$ cat config.mk
export PLATFORM = sky130hd
export DESIGN_NAME = tqvp_vibhee_fir_result_reader
export DESIGN_NICKNAME = d
export VERILOG_FILES = /design/src/rtl/tqvp_vibhee_fir_pkg.sv /design/src/rtl/tqvp_vibhee_sync_fifo.sv /design/src/rtl/tqvp_vibhee_fir_result_reader.sv
export SDC_FILE = /design/constraint.sdc
export NUM_CORES = 1
export LEC_CHECK = 0
export CAP_MARGIN = 20
export CORE_UTILIZATION = 50
export CTS_CLUSTER_SIZE = 14
export DETAILED_ROUTE_END_ITERATION = 8
export PLACE_DENSITY = 0.75
export SETUP_SLACK_MARGIN = 0.05
export SYNTH_ARGS = -nofsm -noshare
export SYNTH_HDL_FRONTEND = slang
export SYNTH_SLANG_ARGS = --single-unit
$ cat constraint.sdc
create_clock -name clk -period 2.59 [get_ports clk]
set_input_delay 0.6475 -clock clk [delete_from_list [all_inputs] [get_ports clk]]
set_output_delay 0.6475 -clock clk [all_outputs]
set_load 0.01 [all_outputs]
$ cat src/rtl/tqvp_vibhee_fir_pkg.sv
// Shared constants and types for the FIR result drain path.
// Sample/byte widths, byte_sel encoding and default FIFO depth.
package tqvp_vibhee_fir_pkg;

  localparam int SAMPLE_W      = 16;
  localparam int BYTE_W        = 8;
  localparam int FIR_RES_DEPTH = 4;

  typedef enum logic {
    BSEL_LO = 1'b0,
    BSEL_HI = 1'b1
  } bsel_e;

endpackage

$ cat src/rtl/tqvp_vibhee_sync_fifo.sv
// Generic synchronous FIFO with wrapping pointers and level count.
// A push into a full FIFO is accepted only when a pop completes alongside it.
module tqvp_vibhee_sync_fifo #(
  parameter int DEPTH = 4,
  parameter int WIDTH = 16
) (
  input  logic                     clk,
  input  logic                     rst,
  input  logic                     i_push,
  input  logic                     i_pop,
  input  logic [WIDTH-1:0]         i_wdata,
  output logic [WIDTH-1:0]         o_rdata,
  output logic [$clog2(DEPTH):0]   o_level,
  output logic                     o_empty,
  output logic                     o_full
);

  localparam int AW = $clog2(DEPTH);
  localparam int LW = AW + 1;

  logic [WIDTH-1:0] r_mem [DEPTH];
  logic [AW-1:0]    r_wptr;
  logic [AW-1:0]    r_rptr;
  logic [LW-1:0]    r_level;
  logic             w_push;
  logic             w_pop;

  assign o_empty = (r_level == '0);
  assign o_full  = (r_level == LW'(DEPTH));
  assign o_level = r_level;
  assign o_rdata = r_mem[r_rptr];

  assign w_pop  = i_pop && !o_empty;
  assign w_push = i_push && (!o_full || w_pop);

  // Storage is deliberately left out of reset.
  always_ff @(posedge clk) begin
    if (w_push) r_mem[r_wptr] <= i_wdata;
  end

  always_ff @(posedge clk or posedge rst) begin
    if (rst) begin
      r_wptr  <= '0;
      r_rptr  <= '0;
      r_level <= '0;
    end else begin
      if (w_push) r_wptr <= r_wptr + 1'b1;
      if (w_pop)  r_rptr <= r_rptr + 1'b1;
      unique case ({w_push, w_pop})
        2'b10:   r_level <= r_level + 1'b1;
        2'b01:   r_level <= r_level - 1'b1;
        default: r_level <= r_level;
      endcase
    end
  end

endmodule

$ cat src/rtl/tqvp_vibhee_fir_result_reader.sv
// FIR result drain: captures samples into a FIFO and hands them
// to the byte-wide register bus low byte first, with sticky overflow.
module tqvp_vibhee_fir_result_reader
  import tqvp_vibhee_fir_pkg::*;
#(
  parameter int DEPTH  = FIR_RES_DEPTH,
  parameter int DATA_W = SAMPLE_W
) (
  input  logic                     clk,
  input  logic                     rst,
  input  logic [DATA_W-1:0]        in_data,
  input  logic                     in_valid,
  input  logic                     rd_ack,
  input  logic                     clr_ovf,
  output logic [BYTE_W-1:0]        rd_byte,
  output logic                     byte_sel,
  output logic [$clog2(DEPTH):0]   level,
  output logic                     empty,
  output logic                     full,
  output logic                     overflow
);

  bsel_e             r_bsel;
  logic              r_ovf;
  logic [DATA_W-1:0] w_head;
  logic              w_pop;
  logic              w_drop;

  // Only the high-byte ack retires an entry.
  assign w_pop  = rd_ack && (r_bsel == BSEL_HI) && !empty;
  assign w_drop = in_valid && full && !w_pop;

  tqvp_vibhee_sync_fifo #(
    .DEPTH (DEPTH),
    .WIDTH (DATA_W)
  ) u_fifo (
    .clk     (clk),
    .rst     (rst),
    .i_push  (in_valid),
    .i_pop   (w_pop),
    .i_wdata (in_data),
    .o_rdata (w_head),
    .o_level (level),
    .o_empty (empty),
    .o_full  (full)
  );

  always_ff @(posedge clk or posedge rst) begin
    if (rst) begin
      r_bsel <= BSEL_LO;
    end else begin
      unique case (r_bsel)
        BSEL_LO: if (rd_ack && !empty) r_bsel <= BSEL_HI;
        BSEL_HI: if (rd_ack)           r_bsel <= BSEL_LO;
        default:                       r_bsel <= BSEL_LO;
      endcase
    end
  end

  // A drop in the same cycle as a clear keeps the flag set.
  always_ff @(posedge clk or posedge rst) begin
    if (rst)          r_ovf <= 1'b0;
    else if (w_drop)  r_ovf <= 1'b1;
    else if (clr_ovf) r_ovf <= 1'b0;
  end

  always_comb begin
    rd_byte = '0;
    if (!empty) begin
      if (r_bsel == BSEL_HI) rd_byte = w_head[2*BYTE_W-1:BYTE_W];
      else                   rd_byte = w_head[BYTE_W-1:0];
    end
  end

  assign byte_sel = r_bsel;
  assign overflow = r_ovf;

endmodule

# Word-level counts from Yosys, hierarchy flattened
# Memories as Yosys holds them, arrays and structs flattened.
# Index checks and enable logic that the tools add are counted.
# totals
elab_cells	38
output_inout_bits	15
mem_count	1
register_bits	9
ram_bits	64
# op_classes
n_eq_ne	3
muxes	10
reduce_logical	14
bitwise_logic	1
add_sub_neg	4
# mem_list
memory	words	width	rd	rd_clocked_by_memory_dff	wr	line_no	source
u_fifo.r_mem	4	16	1	0	1	tqvp_vibhee_sync_fifo.sv:21	logic [WIDTH-1:0] r_mem [DEPTH];
# ops
operator	n
8-bit two-way mux	2
1-bit logical AND	7
1-bit two-way mux	6
3-bit case mux with 2 select lines	1
2-bit by 1-bit adder with 2-bit output, second input constant	2
2-bit nonzero test	2
3-bit by 1-bit adder with 3-bit output, second input constant	1
3-bit equality test, second input constant	1
1-bit logical NOT	3
3-bit logical NOT	1
3-bit by 1-bit subtractor with 3-bit output, second input constant	1
2-bit by 1-bit equality test with 1-bit output, second input constant	1
2-bit equality test, second input constant	1
1-bit case mux with 2 select lines	1
1-bit logical OR	1
1-bit inverter	1

# Logic depth before layout (Yosys ltp)
# Gate-level depths: netlist (run 1).
# depth
word_depth	8
depth_mapped	9
depth_no_buf	9

# Modules after synthesis
# From an unflattened synthesis (run 1), not the netlist that was laid out.
# unflattened
cells_unflattened	150
hier_area_um2	2976.6
# modules_own_cells
mod	cells_per_inst	instances	area_each_um2	seq_area_each_um2
tqvp_vibhee_sync_fifo	123	1	2745.1	2097.0
tqvp_vibhee_fir_result_reader	27	1	231.5	50.0

# Least setup slack after synthesis (run 1)
# OpenSTA, ideal clock, no wires.
# synth_timing
path_type	register to register
startpoint	register u_fifo.r_level[0] (netlist: u_fifo.o_level[0])
endpoint	register u_fifo.r_level[2] (netlist: u_fifo.o_level[2])
stages_incl_launch_ff	10
setup_time_ns	0.079
arrival_ns	1.934
n_path_buf	0
period_less_slack_ns	2.013
t_required_ns	2.511
setup_slack_ns	0.577
path_cell_list	dfrtp_1 -> nor3b_4 -> a21boi_4 -> inv_1 -> ha_1 -> inv_1 -> fa_1 -> xor2_1 -> nor2_1 -> xor2_1
# synth_rtl
element	line_no	source
start, declared	tqvp_vibhee_sync_fifo.sv:24	logic [LW-1:0] r_level;
start signal, assigned	tqvp_vibhee_sync_fifo.sv:50	2'b10: r_level <= r_level + 1'b1;
start signal, assigned	tqvp_vibhee_sync_fifo.sv:51	2'b01: r_level <= r_level - 1'b1;
start signal, assigned	tqvp_vibhee_sync_fifo.sv:52	default: r_level <= r_level;
3-bit equality test (*)	tqvp_vibhee_sync_fifo.sv:29	assign o_full = (r_level == LW'(DEPTH));
via full	tqvp_vibhee_fir_result_reader.sv:19	output logic full,
1-bit logical NOT (*)	tqvp_vibhee_sync_fifo.sv:34	assign w_push = i_push && (!o_full || w_pop);
1-bit logical OR (*)	tqvp_vibhee_sync_fifo.sv:34	
1-bit logical AND (*)	tqvp_vibhee_sync_fifo.sv:34	
2-bit by 1-bit equality test with 1-bit output or 2-bit equality test (tied branches)	tqvp_vibhee_sync_fifo.sv:49	unique case ({w_push, w_pop})
3-bit case mux with 2 select lines or 2-bit nonzero test (tied branches)	n/a	
# The timed path passes the listed nets; every way through them passes the cells marked *.
# A chain may end at the register's enable or synchronous reset.

# Worst setup path in the final report (run 1)
# layout_timing
startpoint	register r_bsel (netlist: byte_sel)
endpoint	output port rd_byte[1]
# layout_between
elab_chain_len	2
# layout_rtl
element	line_no	source
start, declared	tqvp_vibhee_fir_result_reader.sv:23	bsel_e r_bsel;
start signal, assigned	tqvp_vibhee_fir_result_reader.sv:50	r_bsel <= BSEL_LO;
start signal, assigned	tqvp_vibhee_fir_result_reader.sv:53	BSEL_LO: if (rd_ack && !empty) r_bsel <= BSEL_HI;
start signal, assigned	tqvp_vibhee_fir_result_reader.sv:54	BSEL_HI: if (rd_ack) r_bsel <= BSEL_LO;
8-bit two-way mux	tqvp_vibhee_fir_result_reader.sv:70	if (r_bsel == BSEL_HI) rd_byte = w_head[2*BYTE_W-1:BYTE_W];
8-bit two-way mux	tqvp_vibhee_fir_result_reader.sv:69	if (!empty) begin
end, declared	tqvp_vibhee_fir_result_reader.sv:15	output logic [BYTE_W-1:0] rd_byte,
# No other way between the ends.

==> results.sh, run 1 <==
export IMPL_outcome="finished, final reports clean"
export IMPL_die_h_um=80.8
export IMPL_worstMarginPinSlew_ns=0.455
export IMPL_setup_viol=0
export IMPL_critPathLaunchType="flop"
export IMPL_setup_slack_ns=0.154
export IMPL_start_util_pct=52.1
export IMPL_ys_types=27
export IMPL_grt_overflow=0
export IMPL_fin_area_um2=3930
export IMPL_wl_per_cell_um=16.3
export IMPL_clk_path_buf_depth=2
export IMPL_synth_area_leaders="edfxtp_1 62%, mux2i_1 11%, dfrtp_1 7.3%, a22o_1 4.5%, nor3_2 2.9%"
export IMPL_placed_cell_area_um2=3610
export IMPL_ys_warn_count=0
export IMPL_synth_fp_nets=205
export IMPL_synth_common_cells="64 x edfxtp_1, 33 x mux2i_1, 16 x a22o_1, 9 x dfrtp_1, 9 x nor3_2"
export IMPL_rr_startpoint="u_fifo.o_level[0]$_DFFE_PP0P_"
export IMPL_min_from="overflow$_DFFE_PP0P_"
export IMPL_placement_rows=28
export IMPL_post_synth_cell_area_avg_um2=17.4
export IMPL_slew_viol_final=0
export IMPL_grt_max_degree=25
export IMPL_totalWireLength_um=5160
export IMPL_hpwl_um=3230
export IMPL_grt_pass1_vias=1566
export IMPL_synth_most_common_cell="edfxtp_1"
export IMPL_synth_edf_count=64
export IMPL_netlist_instances=178
export IMPL_ys_flop_type="edfxtp_1"
export IMPL_grt_pass1_wl_um=8020
export IMPL_dieArea_um2=6530
export IMPL_cts_tree="yes"
export IMPL_cp_startpoint="byte_sel$_DFF_PP0_"
export IMPL_grt_antenna_before_repair=0
export IMPL_fin_skew_ns=0.00985
export IMPL_cp_max_fo=8
export IMPL_dr_pass1_iters=4
export IMPL_viasPerCell=5.18
export IMPL_holdBufCountCts=0
export IMPL_worst_setup_path_type="reg2out"
export IMPL_area_delta_synth_final_pct=26.4
export IMPL_yosys_register_bits=73
export IMPL_ios=36
export IMPL_clk_pin_slew_ns=0.08
export IMPL_finalHoldViolCount=0
export IMPL_num_nets_final=263
export IMPL_min_period_over_period_pct=94.1
export IMPL_reg2reg_depth=10
export IMPL_cp_arrival_ns=1.79
export IMPL_hold_path_class="reg2reg"
export IMPL_synth_area_leader_cell="edfxtp_1"
export IMPL_drive_above_1_share_pct=23.2
export IMPL_crit_required_ns=1.94
export IMPL_drc=0
export IMPL_root_buffer="clkbuf_8"
export IMPL_clk_latency_ns=0.33
export IMPL_post_route_min_period_ns=2.44
export IMPL_cap_violations=0
export IMPL_pre_cts_ws_ns=-0.0102
export IMPL_cts_max_level=3
export IMPL_die_w_um=80.8
export IMPL_rsz0062_at_grt="false"
export IMPL_vias=1637
export IMPL_end_kind="output pin"
export IMPL_ys_async_sr_fraction_pct=12.3
export IMPL_port_buffers=35
export IMPL_drt_iter0_markers=78
export IMPL_clock_fmax_mhz=411
export IMPL_grt_usage_pct=17.9
export IMPL_holdPathStages=2
export IMPL_peakVddDrop_mv=0.681
export IMPL_clock_sinks=73
export IMPL_p_leak_nw=1.53
export IMPL_powerDensity_nw_per_um2=1180
export IMPL_gp_congestion=0.731
export IMPL_synth_top_area_share_pct=61.9
export IMPL_ys_seq_area_share_pct=69.1
export IMPL_synthesis_area_um2=3110
export IMPL_slew_headroom_pct=69.6
export IMPL_core_um2=5960
export IMPL_cts_inserted_buffers=9
export IMPL_n_fill_cell=410
export IMPL_num_antenna_cells=0
export IMPL_ant_nets=0
## cells by family after synthesis
logic type | share of synthesized area [%]
flops | 69.1
mux | 11.6
simple gates | 6.00
compound gates | 5.28
buf+inv | 3.63
xor+xnor | 1.69
fa+ha+maj | 2.66
## power breakdown
part	internal, W	switching (W)	total [W]	leakage [nW]
Combinational	0.000965	0.000894	0.00186	0.718
Sequential	0.00158	0.000139	0.00172	0.694
Clock	0.000639	0.000403	0.00104	0.115
## repair_timing
item,4_1_cts,5_1_grt
setup buffers,2,7
endpoints found under the setup margin,8,9
resized for setup,13,5
## area by class of cell
| cell class | count | area [µm²] | share of cell area [%] |
|---|---|---|---|
| Sequential cell | 73 | 2150 | 54.7 |
| Multi-Input combinational cell | 89 | 860 | 21.9 |
| Timing Repair Buffer | 55 | 553 | 14.1 |
| Clock buffer | 9 | 124 | 3.15 |
| Clock inverter | 7 | 119 | 3.03 |
| Tap cell | 75 | 93.8 | 2.39 |
| Inverter | 8 | 30.0 | 0.765 |
## placed cells by master, fill, tap and decap left out, types with 2 or more instances in the layout
cell,count
buf_4,14
and2_1,4
clkdlybuf4s50_1,27
clkbuf_8,9
dfrtp_1,9
clkbuf_2,2
inv_1,8
xnor2_1,3
mux2_4,2
bufinv_16,3
nor3_2,9
a22o_1,16
nor2_1,2
nor2_2,2
clkinvlp_4,2
mux2i_1,33
dlygate4sd2_1,5
edfxtp_1,64
xor2_1,3
ha_1,5
buf_12,5
## layer usage
metal / part of all wire (%) / GRT usage, % / wire length [µm]
met3: 3.3 / 5.51 / 171
met2: 54 / 29.2 / 2760
met5: 0 / 0 / 0
met4: 0.74 / 8.04 / 38
met1: 42 / 21.9 / 2190
## per-stage QoR
stage / total power (W) / hold slack [ns] / std cells / util, % / setup TNS (ns)
floorplan: 0.00291 / 0.475 / 178 / - / 0
global placement: 0.00356 / 0.506 / 291 / 60.7 / 0
detailed placement: 0.00360 / 0.516 / 291 / 60.7 / -0.0102
CTS: 0.00460 / 0.542 / 309 / 65.0 / -0.0971
global route: 0.00488 / 0.571 / 316 / 65.9 / 0
finish: 0.00462 / 0.538 / 316 / 65.9 / 0
## sequential cells by signal, indices dropped and copies added (netlist names)
signal and flops:
overflow 1, u_fifo.r_mem 64, byte_sel 1, u_fifo.r_wptr 2, u_fifo.o_level 3, u_fifo.r_rptr 2
## path summary, 6_finish.rpt
check                                           endpoint  slack, ns
max                                           rd_byte[1]       0.15
min                                 overflow$_DFFE_PP0P_       0.54
max reg2reg                u_fifo.o_level[2]$_DFFE_PP0P_       0.47
min reg2reg                         overflow$_DFFE_PP0P_       0.54
max in group asynchronous   u_fifo.r_rptr[0]$_DFFE_PP0P_       1.73
min in group asynchronous  u_fifo.o_level[1]$_DFFE_PP0P_       0.58
## critical path: stages, from the launching register on
cell and delay, ns:
dfrtp_1 0.46, nor2b_2 0.41, a22o_1 0.27, nor3_2 0.05, dlygate4sd2_1 0.27
Power figures use the tool's default switching activity.
==> run 2: changes to the inputs <==
--- a/config.mk
+++ b/config.mk
@@ -6,11 +6,13 @@
 export NUM_CORES = 1
 export LEC_CHECK = 0
 export CAP_MARGIN = 20
+export CORE_ASPECT_RATIO = 1.25
 export CORE_UTILIZATION = 50
 export CTS_CLUSTER_SIZE = 14
 export DETAILED_ROUTE_END_ITERATION = 8
 export PLACE_DENSITY = 0.75
 export SETUP_SLACK_MARGIN = 0.05
+export SLEW_MARGIN = 20
 export SYNTH_ARGS = -nofsm -noshare
 export SYNTH_HDL_FRONTEND = slang
 export SYNTH_SLANG_ARGS = --single-unit
==> results.sh, run 2 (synthesis gave the netlist of run 1 again) <==
export IMPL_outcome="finished, final reports clean"
export IMPL_finalHoldViolCount=0
export IMPL_grt_usage_pct=17.9
export IMPL_holdBufCountCts=0
export IMPL_cts_max_level=3
export IMPL_slew_viol_final=0
export IMPL_largest_reg_flops=64
export IMPL_hpwl_um=3300
export IMPL_peakVddDrop_mv=0.718
export IMPL_cap_violations=0
export IMPL_grt_max_degree=17
export IMPL_wl_per_cell_um=16.3
export IMPL_n_fill_cell=446
export IMPL_multiInputGateArea_um2=871
export IMPL_p_leak_nw=1.48
export IMPL_port_buffers=35
export IMPL_fin_skew_ns=0.0129
export IMPL_post_cts_buffers=0
export IMPL_powerDensity_nw_per_um2=1170
export IMPL_clock_sinks=73
export IMPL_num_antenna_cells=0
export IMPL_grt_antenna_before_repair=0
export IMPL_placement_rows=31
export IMPL_seqCellArea_um2=2150
export IMPL_core_um2=5900
export IMPL_grt_pass1_wl_um=8290
export IMPL_num_nets_final=255
export IMPL_tns_ns=0
export IMPL_viasPerCell=5.18
export IMPL_crit_chain="buf_4, mux2i_1, a22o_1, nor3_2, dlygate4sd2_1"
export IMPL_layout_commonest_cell="edfxtp_1"
export IMPL_die_w_um=72.5
export IMPL_die_h_um=90.1
export IMPL_top_register="u_fifo.r_mem"
export IMPL_cts_inserted_buffers=9
export IMPL_crit_required_ns=1.94
export IMPL_worst_path_max_delay_cell="dfrtp_1"
export IMPL_drt_iter0_markers=82
export IMPL_totalWireLength_um=5140
export IMPL_gp_congestion=0.662
export IMPL_end_kind="output pin"
export IMPL_rsz0062_at_grt="true"
export IMPL_hold_path_class="reg2reg"
export IMPL_root_buffer="clkbuf_8"
export IMPL_dr_pass1_iters=5
export IMPL_worstMarginPinSlew_ns=0.367
export IMPL_clk_latency_ns=0.34
export IMPL_critPathLaunchType="flop"
export IMPL_max_stage_delay_ns=0.40
export IMPL_post_route_min_period_ns=2.45
export IMPL_worst_setup_path_type="reg2out"
export IMPL_grt_overflow=0
export IMPL_clk_pin_slew_ns=0.07
export IMPL_setup_viol=0
export IMPL_grt_pass1_vias=1691
export IMPL_dieArea_um2=6530
export IMPL_cp_arrival_ns=1.81
export IMPL_min_period_over_period_pct=94.7
export IMPL_clock_fmax_mhz=408
export IMPL_ant_nets=0
export IMPL_vias=1632
export IMPL_area_delta_synth_final_pct=24.6
export IMPL_final_util_pct=65.6
export IMPL_slew_headroom_pct=75.5
export IMPL_most_common_layout_cells="64 x edfxtp_1, 33 x mux2i_1, 27 x clkdlybuf4s50_1"
export IMPL_drive_above_1_share_pct=18.5
export IMPL_ios=36
export IMPL_cp_max_fo=12
export IMPL_start_util_pct=52.7
export IMPL_crit_buf_inv=2
export IMPL_clk_path_buf_depth=2
export IMPL_drc=0
export IMPL_cp_top_family="buffers and inverters"
export IMPL_cts_tree="yes"
-- run 2: cell count changes in the layout (fill, tap and decap cells not counted), moves of 2 or more --
cell,delta
dlygate4sd2_1,+2
buf_4,-7
clkinvlp_4,-2
clkbuf_2,-2
clkinv_1,+2
-- run 2: worst paths after layout --
| check | cells past startpoint | slack (ns) | to | start |
|---|---|---|---|---|
| min in group asynchronous | 2 | 0.57 | u_fifo.r_wptr[0]$_DFFE_PP0P_ | rst |
| setup / recovery | 5 | 0.14 | rd_byte[4] | u_fifo.r_rptr[1]$_DFFE_PP0P_ |
| hold / removal | 2 | 0.54 | overflow$_DFFE_PP0P_ | overflow$_DFFE_PP0P_ |
| max in group asynchronous | 2 | 1.75 | u_fifo.o_level[0]$_DFFE_PP0P_ | rst |
| setup reg to reg | 9 | 0.45 | u_fifo.o_level[2]$_DFFE_PP0P_ | byte_sel$_DFF_PP0_ |
| hold reg to reg | 2 | 0.54 | overflow$_DFFE_PP0P_ | overflow$_DFFE_PP0P_ |
-- run 2: power breakdown --
group / switching (W) / internal (W)
sequential: 0.000149 / 0.00158
combinational: 0.000890 / 0.000905
clock: 0.000391 / 0.000635
-- run 2: metrics by stage --
stage	hold slack (ns)	total power, W	area (µm²)	std cells	setup WS, ns
CTS	0.550	0.00456	3850	315	0.0713
global route	0.608	0.00479	3870	315	0.0438
finish	0.542	0.00455	3870	315	0.137
detailed placement	0.520	0.00360	3620	299	0.0286
floorplan	0.475	0.00291	3110	178	0.577
global placement	0.507	0.00357	3620	299	0.0912
-- run 2: cell type report --
type                    count  share of cell area, %
clock buffers              10                   3.30
clock inverters             6                   2.75
inverters                   8                  0.776
multi-input cells          89                   22.5
flip-flops and latches     73                   55.5
well taps                  82                   2.65
repair buffers             47                   12.5
-- run 2: worst register-to-register path: cells and delay by family, from the launching register on --
kind	cells	cell delay, ns
flops	1	0.51
simple gates	3	0.42
buf+inv	2	0.25
fa+ha+maj	2	0.57
xor+xnor	2	0.30
-- run 2: routing by layer --
metal / part of all wire [%] / GRT usage, % / up-vias / wire length, µm
met3: 4.1 / 5.61 / 6 / 213
met2: 52 / 28.3 / 44 / 2650
met4: 1.0 / 10.1 / 0 / 53
met1: 43 / 21.4 / 801 / 2220
met5: 0 / 0 / - / 0
li1: - / - / 781 / -
-- run 2: what timing repair did --
action / in CTS / in global routing
gates resized for setup: 12 / 6
endpoints found under the hold margin: 0 / 0
setup endpoints to repair: 8 / 6
==> run 3: changes to the inputs <==
--- a/config.mk
+++ b/config.mk
@@ -6,7 +6,6 @@
 export NUM_CORES = 1
 export LEC_CHECK = 0
 export CAP_MARGIN = 20
-export CORE_ASPECT_RATIO = 1.25
 export CORE_UTILIZATION = 50
 export CTS_CLUSTER_SIZE = 14
 export DETAILED_ROUTE_END_ITERATION = 8
==> results of run 3 <==
No change in the layout: final DEF, timing and power equal those of run 1.
